### src/rtl/svreal_dot_mac.sv
// svreal_dot_mac: pipelined fixed-point multiply-accumulate over framed (a, b) streams.
// Inputs and outputs use svreal width/exponent format: value = mantissa * 2^EXP.
// Optional build macro SVREAL_DOT_MAC_SAT_EN: when defined the accumulator saturates
// on overflow; otherwise it wraps two's-complement. ovf_o flags overflow in both builds.
module svreal_dot_mac #(
    parameter int A_WIDTH    = 16,
    parameter int A_EXP      = -8,
    parameter int B_WIDTH    = 17,
    parameter int B_EXP      = -9,
    parameter int ACC_WIDTH  = 32,
    parameter int ACC_EXP    = -12,
    parameter int MUL_STAGES = 1
) (
    input  logic                        clk,
    input  logic                        rst,
    input  logic                        in_valid,
    output logic                        in_ready,
    input  logic                        in_first,
    input  logic                        in_last,
    input  logic signed [A_WIDTH-1:0]   a_i,
    input  logic signed [B_WIDTH-1:0]   b_i,
    output logic                        out_valid,
    input  logic                        out_ready,
    output logic signed [ACC_WIDTH-1:0] acc_o,
    output logic                        ovf_o
);

    // Product width/exponent and the shift that brings it onto the accumulator grid.
    localparam int PW   = A_WIDTH + B_WIDTH;
    localparam int SH   = A_EXP + B_EXP - ACC_EXP;
    localparam int SH_L = (SH > 0) ? SH : 0;
    localparam int SH_R = (SH < 0) ? -SH : 0;
    localparam int AW   = ACC_WIDTH + 1;                       // aligned product width
    localparam int XW   = ((PW > AW) ? PW : AW) + SH_L + 1;    // lossless shift workspace
    localparam int SW   = ACC_WIDTH + 2;                       // exact sum width
    localparam int NS   = MUL_STAGES + 1;                      // product register stages

    if (MUL_STAGES < 0 || MUL_STAGES > 4) begin : g_bad_stages
        $error("svreal_dot_mac: MUL_STAGES must be in 0..4");
    end
    if (ACC_WIDTH < 2) begin : g_bad_acc
        $error("svreal_dot_mac: ACC_WIDTH must be at least 2");
    end

    // Move the product onto the accumulator exponent; right shifts floor toward -inf,
    // then keep ACC_WIDTH+1 bits.
    function automatic logic signed [AW-1:0] align_prod(input logic signed [PW-1:0] p);
        logic signed [XW-1:0] x;
        x = XW'(p);
        x = (x <<< SH_L) >>> SH_R;
        return x[AW-1:0];
    endfunction

    // True when the exact sum does not fit in ACC_WIDTH signed bits.
    function automatic logic sum_ovf(input logic signed [SW-1:0] s);
        logic [2:0] top;
        top = s[SW-1:ACC_WIDTH-1];
        return (|top) && !(&top);
    endfunction

    // Reduce the exact sum to ACC_WIDTH bits: clamp or wrap depending on build.
    function automatic logic signed [ACC_WIDTH-1:0] fit_sum(input logic signed [SW-1:0] s);
`ifdef SVREAL_DOT_MAC_SAT_EN
        if (sum_ovf(s)) begin
            if (s[SW-1]) return {1'b1, {(ACC_WIDTH-1){1'b0}}};
            else         return {1'b0, {(ACC_WIDTH-1){1'b1}}};
        end
        return s[ACC_WIDTH-1:0];
`else
        return s[ACC_WIDTH-1:0];
`endif
    endfunction

    logic                        stall;

    logic signed [A_WIDTH-1:0]   a_p0_q;
    logic signed [B_WIDTH-1:0]   b_p0_q;
    logic                        vld_p0_q;
    logic                        first_p0_q;
    logic                        last_p0_q;

    logic signed [PW-1:0]        prod_p_q  [NS];
    logic                        vld_p_q   [NS];
    logic                        first_p_q [NS];
    logic                        last_p_q  [NS];

    logic signed [ACC_WIDTH-1:0] acc_q;
    logic signed [ACC_WIDTH-1:0] acc_d;
    logic                        ovf_run_q;
    logic                        ovf_d;
    logic signed [ACC_WIDTH-1:0] acc_o_q;
    logic                        ovf_o_q;
    logic                        out_valid_q;
    logic                        out_valid_d;
    logic                        acc_en;
    logic                        emit;

    logic signed [AW-1:0]        aligned_w;
    logic signed [ACC_WIDTH-1:0] base_w;
    logic signed [SW-1:0]        sum_w;

    assign stall     = out_valid_q && !out_ready;
    assign in_ready  = !stall;
    assign out_valid = out_valid_q;
    assign acc_o     = acc_o_q;
    assign ovf_o     = ovf_o_q;

    // Input capture and product pipeline; every stage freezes while the output is blocked.
    always_ff @(posedge clk or posedge rst) begin
        if (rst) begin
            a_p0_q     <= '0;
            b_p0_q     <= '0;
            vld_p0_q   <= 1'b0;
            first_p0_q <= 1'b0;
            last_p0_q  <= 1'b0;
            for (int k = 0; k < NS; k++) begin
                prod_p_q[k]  <= '0;
                vld_p_q[k]   <= 1'b0;
                first_p_q[k] <= 1'b0;
                last_p_q[k]  <= 1'b0;
            end
        end else if (!stall) begin
            // p0: register operands and frame tags
            a_p0_q     <= a_i;
            b_p0_q     <= b_i;
            vld_p0_q   <= in_valid;
            first_p0_q <= in_first;
            last_p0_q  <= in_last;
            // p1: full-width product
            prod_p_q[0]  <= PW'(a_p0_q) * PW'(b_p0_q);
            vld_p_q[0]   <= vld_p0_q;
            first_p_q[0] <= first_p0_q;
            last_p_q[0]  <= last_p0_q;
            // p2..: extra product delay stages
            for (int k = 1; k < NS; k++) begin
                prod_p_q[k]  <= prod_p_q[k-1];
                vld_p_q[k]   <= vld_p_q[k-1];
                first_p_q[k] <= first_p_q[k-1];
                last_p_q[k]  <= last_p_q[k-1];
            end
        end
    end

    // Align the oldest product and form the next accumulator, overflow and output state.
    always_comb begin
        aligned_w   = align_prod(prod_p_q[NS-1]);
        base_w      = first_p_q[NS-1] ? '0 : acc_q;
        sum_w       = SW'(base_w) + SW'(aligned_w);
        acc_d       = fit_sum(sum_w);
        ovf_d       = (first_p_q[NS-1] ? 1'b0 : ovf_run_q) | sum_ovf(sum_w);
        acc_en      = !stall && vld_p_q[NS-1];
        emit        = acc_en && last_p_q[NS-1];
        out_valid_d = emit || (out_valid_q && !out_ready);
    end

    // Accumulator and result registers; a result is only replaced when it was not stalled.
    always_ff @(posedge clk or posedge rst) begin
        if (rst) begin
            acc_q       <= '0;
            ovf_run_q   <= 1'b0;
            acc_o_q     <= '0;
            ovf_o_q     <= 1'b0;
            out_valid_q <= 1'b0;
        end else begin
            // final stage: accumulate and emit
            if (acc_en) begin
                acc_q     <= acc_d;
                ovf_run_q <= ovf_d;
            end
            if (emit) begin
                acc_o_q <= acc_d;
                ovf_o_q <= ovf_d;
            end
            out_valid_q <= out_valid_d;
        end
    end

endmodule
### config.mk
export PLATFORM = sky130hd
export DESIGN_NAME = svreal_dot_mac
export DESIGN_NICKNAME = d
export VERILOG_FILES = /design/src/rtl/svreal_dot_mac.sv
export SDC_FILE = /design/constraint.sdc
export NUM_CORES = 1
export LEC_CHECK = 0
export CAP_MARGIN = 25
export CORE_MARGIN = 2
export CORE_UTILIZATION = 50
export DETAILED_ROUTE_END_ITERATION = 10
export HOLD_SLACK_MARGIN = 0.08
export MAX_ROUTING_LAYER = met4
export PLACE_DENSITY = 0.7
export SYNTH_ARGS = -nofsm -noshare
export SYNTH_HDL_FRONTEND = slang
export SYNTH_SLANG_ARGS = --single-unit
### constraint.sdc
create_clock -name clk -period 12.8 [get_ports clk]
set_clock_uncertainty 0.05 [all_clocks]
set_input_delay 1.28 -clock clk [delete_from_list [all_inputs] [get_ports clk]]
set_output_delay 1.28 -clock clk [all_outputs]
set_load 0.01 [all_outputs]
# Yosys cells after proc, flatten, opt, wreduce, memory -nomap -nowiden
# Cells that the tools add are included.
totals:
  output_inout_bits: 35
  in_bits: 39
  ff_bits: 175
classes:
  n_mul: 1
  reduce_logical: 10
  bitwise: 1
  mux: 2
  addsub: 1
op_table:
  columns: ["cell", "n"]
  rows:
  - ["adder 32 x 28 -> 33 bit", 1]
  - ["multiplier 16 x 17 -> 33 bit", 1]
  - ["two-way mux 32 bit", 1]
  - ["logical AND 1 bit", 4]
  - ["zero test 1 bit", 3]
  - ["AND reduction 3 bit", 1]
  - ["OR reduction 3 bit", 1]
  - ["logical OR 1 bit", 1]
  - ["two-way mux 1 bit", 1]
  - ["OR 1 bit", 1]

# Logic depth before layout (Yosys ltp)
depth:
  ltp_word: 6
  ltp_mapped: 25
  ltp_nobuf: 24

# Worst setup path before layout
# No wires, ideal clock.
synth_path:
  path_kind: "reg-to-reg"
  start: "register a_p0_q[1]"
  end: "register prod_p_q[64] (netlist name)"
  path_slack_ns: 6.657
  synth_period_minus_slack_ns: 6.143
  t_required_ns: 12.625
  path_stages_with_launch: 21
  t_arrival_ns: 5.968
  path_cell_list: "dfrtp_1 -> clkbuf_2 -> clkbuf_1 -> nand2_1 -> fa_1 -> fa_1 -> fa_1 -> fa_1 -> inv_1 -> fa_1 -> fa_1 -> ha_1 -> a21o_1 -> or4_4 -> a31oi_4 -> o21ai_2 -> a31oi_4 -> o211ai_4 -> a21oi_2 -> xnor2_1 -> mux2_2"
synth_via:
  elab_chain_cells: 1
synth_rtl:
  columns: ["element", "line_no", "text"]
  rows:
  - ["start: declaration", "76", "logic signed [A_WIDTH-1:0] a_p0_q;"]
  - ["start signal: assignment", "124", "a_p0_q <= a_i;"]
  - ["multiplier 16 x 17 -> 33 bit", "130", "prod_p_q[0] <= PW'(a_p0_q) * PW'(b_p0_q);"]
  - ["end signal: indexed assignment", "136", "prod_p_q[k] <= prod_p_q[k-1];"]
  - ["end: declaration", "82", "logic signed [PW-1:0] prod_p_q [NS];"]
# Every way passes these cells.
# A chain may end at the register's enable or synchronous reset.

# Worst setup path after layout
# Ends and elaborated chain as after synthesis.

==> results by group <==
Routing
  • Via count: 12993
  • Post-route ant nets: 0
  • DR WL/cell: 16.3 um
  • Final wirelength: 40900 um
  • DRC Markers: 0
  • Drt first pass iters: 5
  • DR vias/cell: between 5 and 6
  • 1st-iter DRT viols: approximately 790

Logic synthesis
  • Avg Cell Area, Syn: 8.95 sq um
  • Post-synth EDFFs: 0
  • Sequential fraction of the synthesis area: between 20% and 30%
  • Ys async rst share: 100%
  • Yosys reg bits: between 150 and 200
  • Synth Flop Type: dfrtp_1
  • Synth Net Count: between 2000 and 2500
  • Ys Warns: 0
  • Area of the mapped netlist: ~0.018 sq mm
  • Yosys cell types: between 50 and 60
  • Syn Inst Count: approximately 2000

Layout
  • Layout cells sized above 1: a little over 3%
  • Most frequent cells in the layout: nand2_1, inv_1, fa_1
  • Post-route insts no fill: roughly 2500
  • Commonest non-fill, non-tap cell in the layout: nand2_1
  • Multi-input gate area in the final layout: 0.0123 sq mm
  • Storage cell area: between 0.004 and 0.005 sq mm
  • Layout fillers: 3196
  • Nets: 2464
  • Antenna cells: 0
  • Synth-to-Final Area Change: 9.33%
  • Final instance area: roughly 0.020 sq mm

Timing
  • Hold Slack: 0.419 ns
  • Final setup vio count: 0
  • Max-slew headroom: approximately 46%
  • Worst-margin pin slew: 0.805 ns
  • RSZ-0062 raised after global routing: no
  • Pins over their slew limit: 0
  • Hold Vio Cnt, Final: 0
  • Setup TNS: 0 ns
  • Highest clock rate: about 0.15 GHz
  • Min Clock Period, post-route: between 6 and 7 ns
  • Tcrit/Tclk final: between 50% and 60%

Setup path
  • Critical Path Source Type: flip-flop
  • Crit-path slowest cell: fa_1
  • CP Class: reg -> reg
  • Crit path max-delay family: adder cells
  • Crit-path max cell delay: 0.86 ns
  • Crit path DAT: between 6 and 7 ns
  • Critical path endpoint category: flip-flop
  • Crit path top cell by count: fa_1
  • WP buf/inv: 3
  • Worst Path Required: about 13 ns
  • Worst-path fanout max: 18
  • Cell-by-cell trace of the critical path: nand2_1, inv_1, fa_1, fa_1, inv_1, fa_1, fa_1, fa_1, fa_1, inv_1, ha_1, and3_1, a221o_1, a31oi_4, o211ai_4, a21oi_2, xnor2_1, mux2_2

Place
  • IO Port Bufs: 73
  • Dpl hpwl: 31800 um
  • GP Congestion: approximately 0.92
  • DP Area: approximately 0.019 sq mm
  • Dpl cells: around 2500

GRT
  • Global route overflow: 0
  • Most used routing layer: met2
  • Global-route wire length before repair: ~70000 um
  • Met3 Use GR: ~4.2%
  • GRT Total Usage: a little under a quarter
  • Initial antenna violation count: 0
  • Vias in the first global route: roughly 14000
  • Largest net degree at the start of global routing: 77
  • Met1 Resource Use GR: around a third
  • GR Util met2: between 30% and 40%

Worst hold path
  • Hold crit path type: reg -> reg

Die
  • Die H: ~190 um
  • Initial Util: about half
  • I/O pin cnt: 74
  • Core ar.: 0.0356 sq mm
  • Die area: roughly 0.038 sq mm
  • Row count: slightly below 70
  • Die Wd: 194 um

Clock network
  • CTS Root Buffer Type: clkbuf_16
  • Worst-path clk slew: roughly 0.070 ns
  • Clock Sinks: ~170
  • CTS tree: built
  • Longest Clk Path Bufs: 2
  • Number of CTS-inserted buffers: 17
  • Post-CTS Resized: 0
  • Worst skew pair latency: around 0.45 ns
  • Hold buffers post-CTS: 0
  • Htree depth: 4
  • Postcts setup bufs: 0

Outcome
  • Run status: finished clean

Run
  • Max cap viols: 0
-- synthesized netlist by cell type (all sizes together) (16+ instances only) --
library cell  instances  area share (%)
nand2               489              10
nor2                 47            0.98
a21o                 25             1.0
dfrtp               165              23
a21oi                57             1.6
xnor2                45             2.2
fa                  276              31
clkbuf               84             1.8
ha                  113             7.8
nor2b                34             1.2
and2                124             4.3
inv                 345             7.2
o21ai                49             1.4
xor2                 16            0.77
-- cell families after synthesis --
kind of cell	synth area share, %
AOI/OAI and AO/OA	7.31
xor gates and xnor gates	2.95
buffers and inverters	8.97
DFF	22.8
adders and majority gates	38.4
and+or+nand+nor	18.9
muxes	0.678
-- through the flow --
stage,utilization [%],setup slack (ns)
2_1_floorplan,-,6.66
3_3_place_gp,53.8,6.37
3_5_place_dp,53.8,6.24
4_1_cts,55.5,6.22
5_1_grt,55.6,5.91
6_report,55.6,6.25
-- layer usage --
layer | vias up | wire (um)
li1 | 6189 | -
met1 | 6451 | 18900
met2 | 311 | 19100
met3 | 42 | 2320
met4 | 0 | 569
met5 | - | 0
-- final timing paths --
path / start / endpoint / slack, ns / cells after the start
hold reg to reg: acc_q[7] / acc_q[7] / 0.42 / 2
setup / recovery: a_p0_q[1] / prod_p_q[64] / 6.25 / 18
setup reg to reg: a_p0_q[1] / prod_p_q[64] / 6.25 / 18
hold / removal: acc_q[7] / acc_q[7] / 0.42 / 2
min in group asynchronous: rst / acc_o[3] / 1.20 / 2
max in group asynchronous: rst / b_p0_q[15] / 10.34 / 3
-- sequential cells by signal (all words and copies together), names as in the netlist, 2 cells and up --
signal,cells
b_p0_q,17
acc_o,32
vld_p_q,2
first_p_q,2
acc_q,32
aligned_w,28
prod_p_q,28
a_p0_q,16
last_p_q,2
-- area by class of cell --
cell class,count,area share [%]
multi-input cells,1424,62.4
flip-flops and latches,165,20.9
inverters,346,6.60
repair buffers,82,4.14
well taps,461,2.92
clock buffers,18,2.22
clock inverters,14,0.829
-- worst reg2reg max path, stage by stage (launching register included) --
cell and delay [ns]:
dfrtp_1 0.71, nand2_1 0.20, inv_1 0.16, fa_1 0.54
fa_1 0.87, inv_1 0.13, fa_1 0.52, fa_1 0.57
fa_1 0.43, fa_1 0.49, inv_1 0.04, ha_1 0.31
and3_1 0.20, a221o_1 0.36, a31oi_4 0.23, o211ai_4 0.14
a21oi_2 0.17, xnor2_1 0.07, mux2_2 0.26
Power is not shown: default switching activity piles up to over one toggle a cycle in this logic, so the estimate is an artifact.
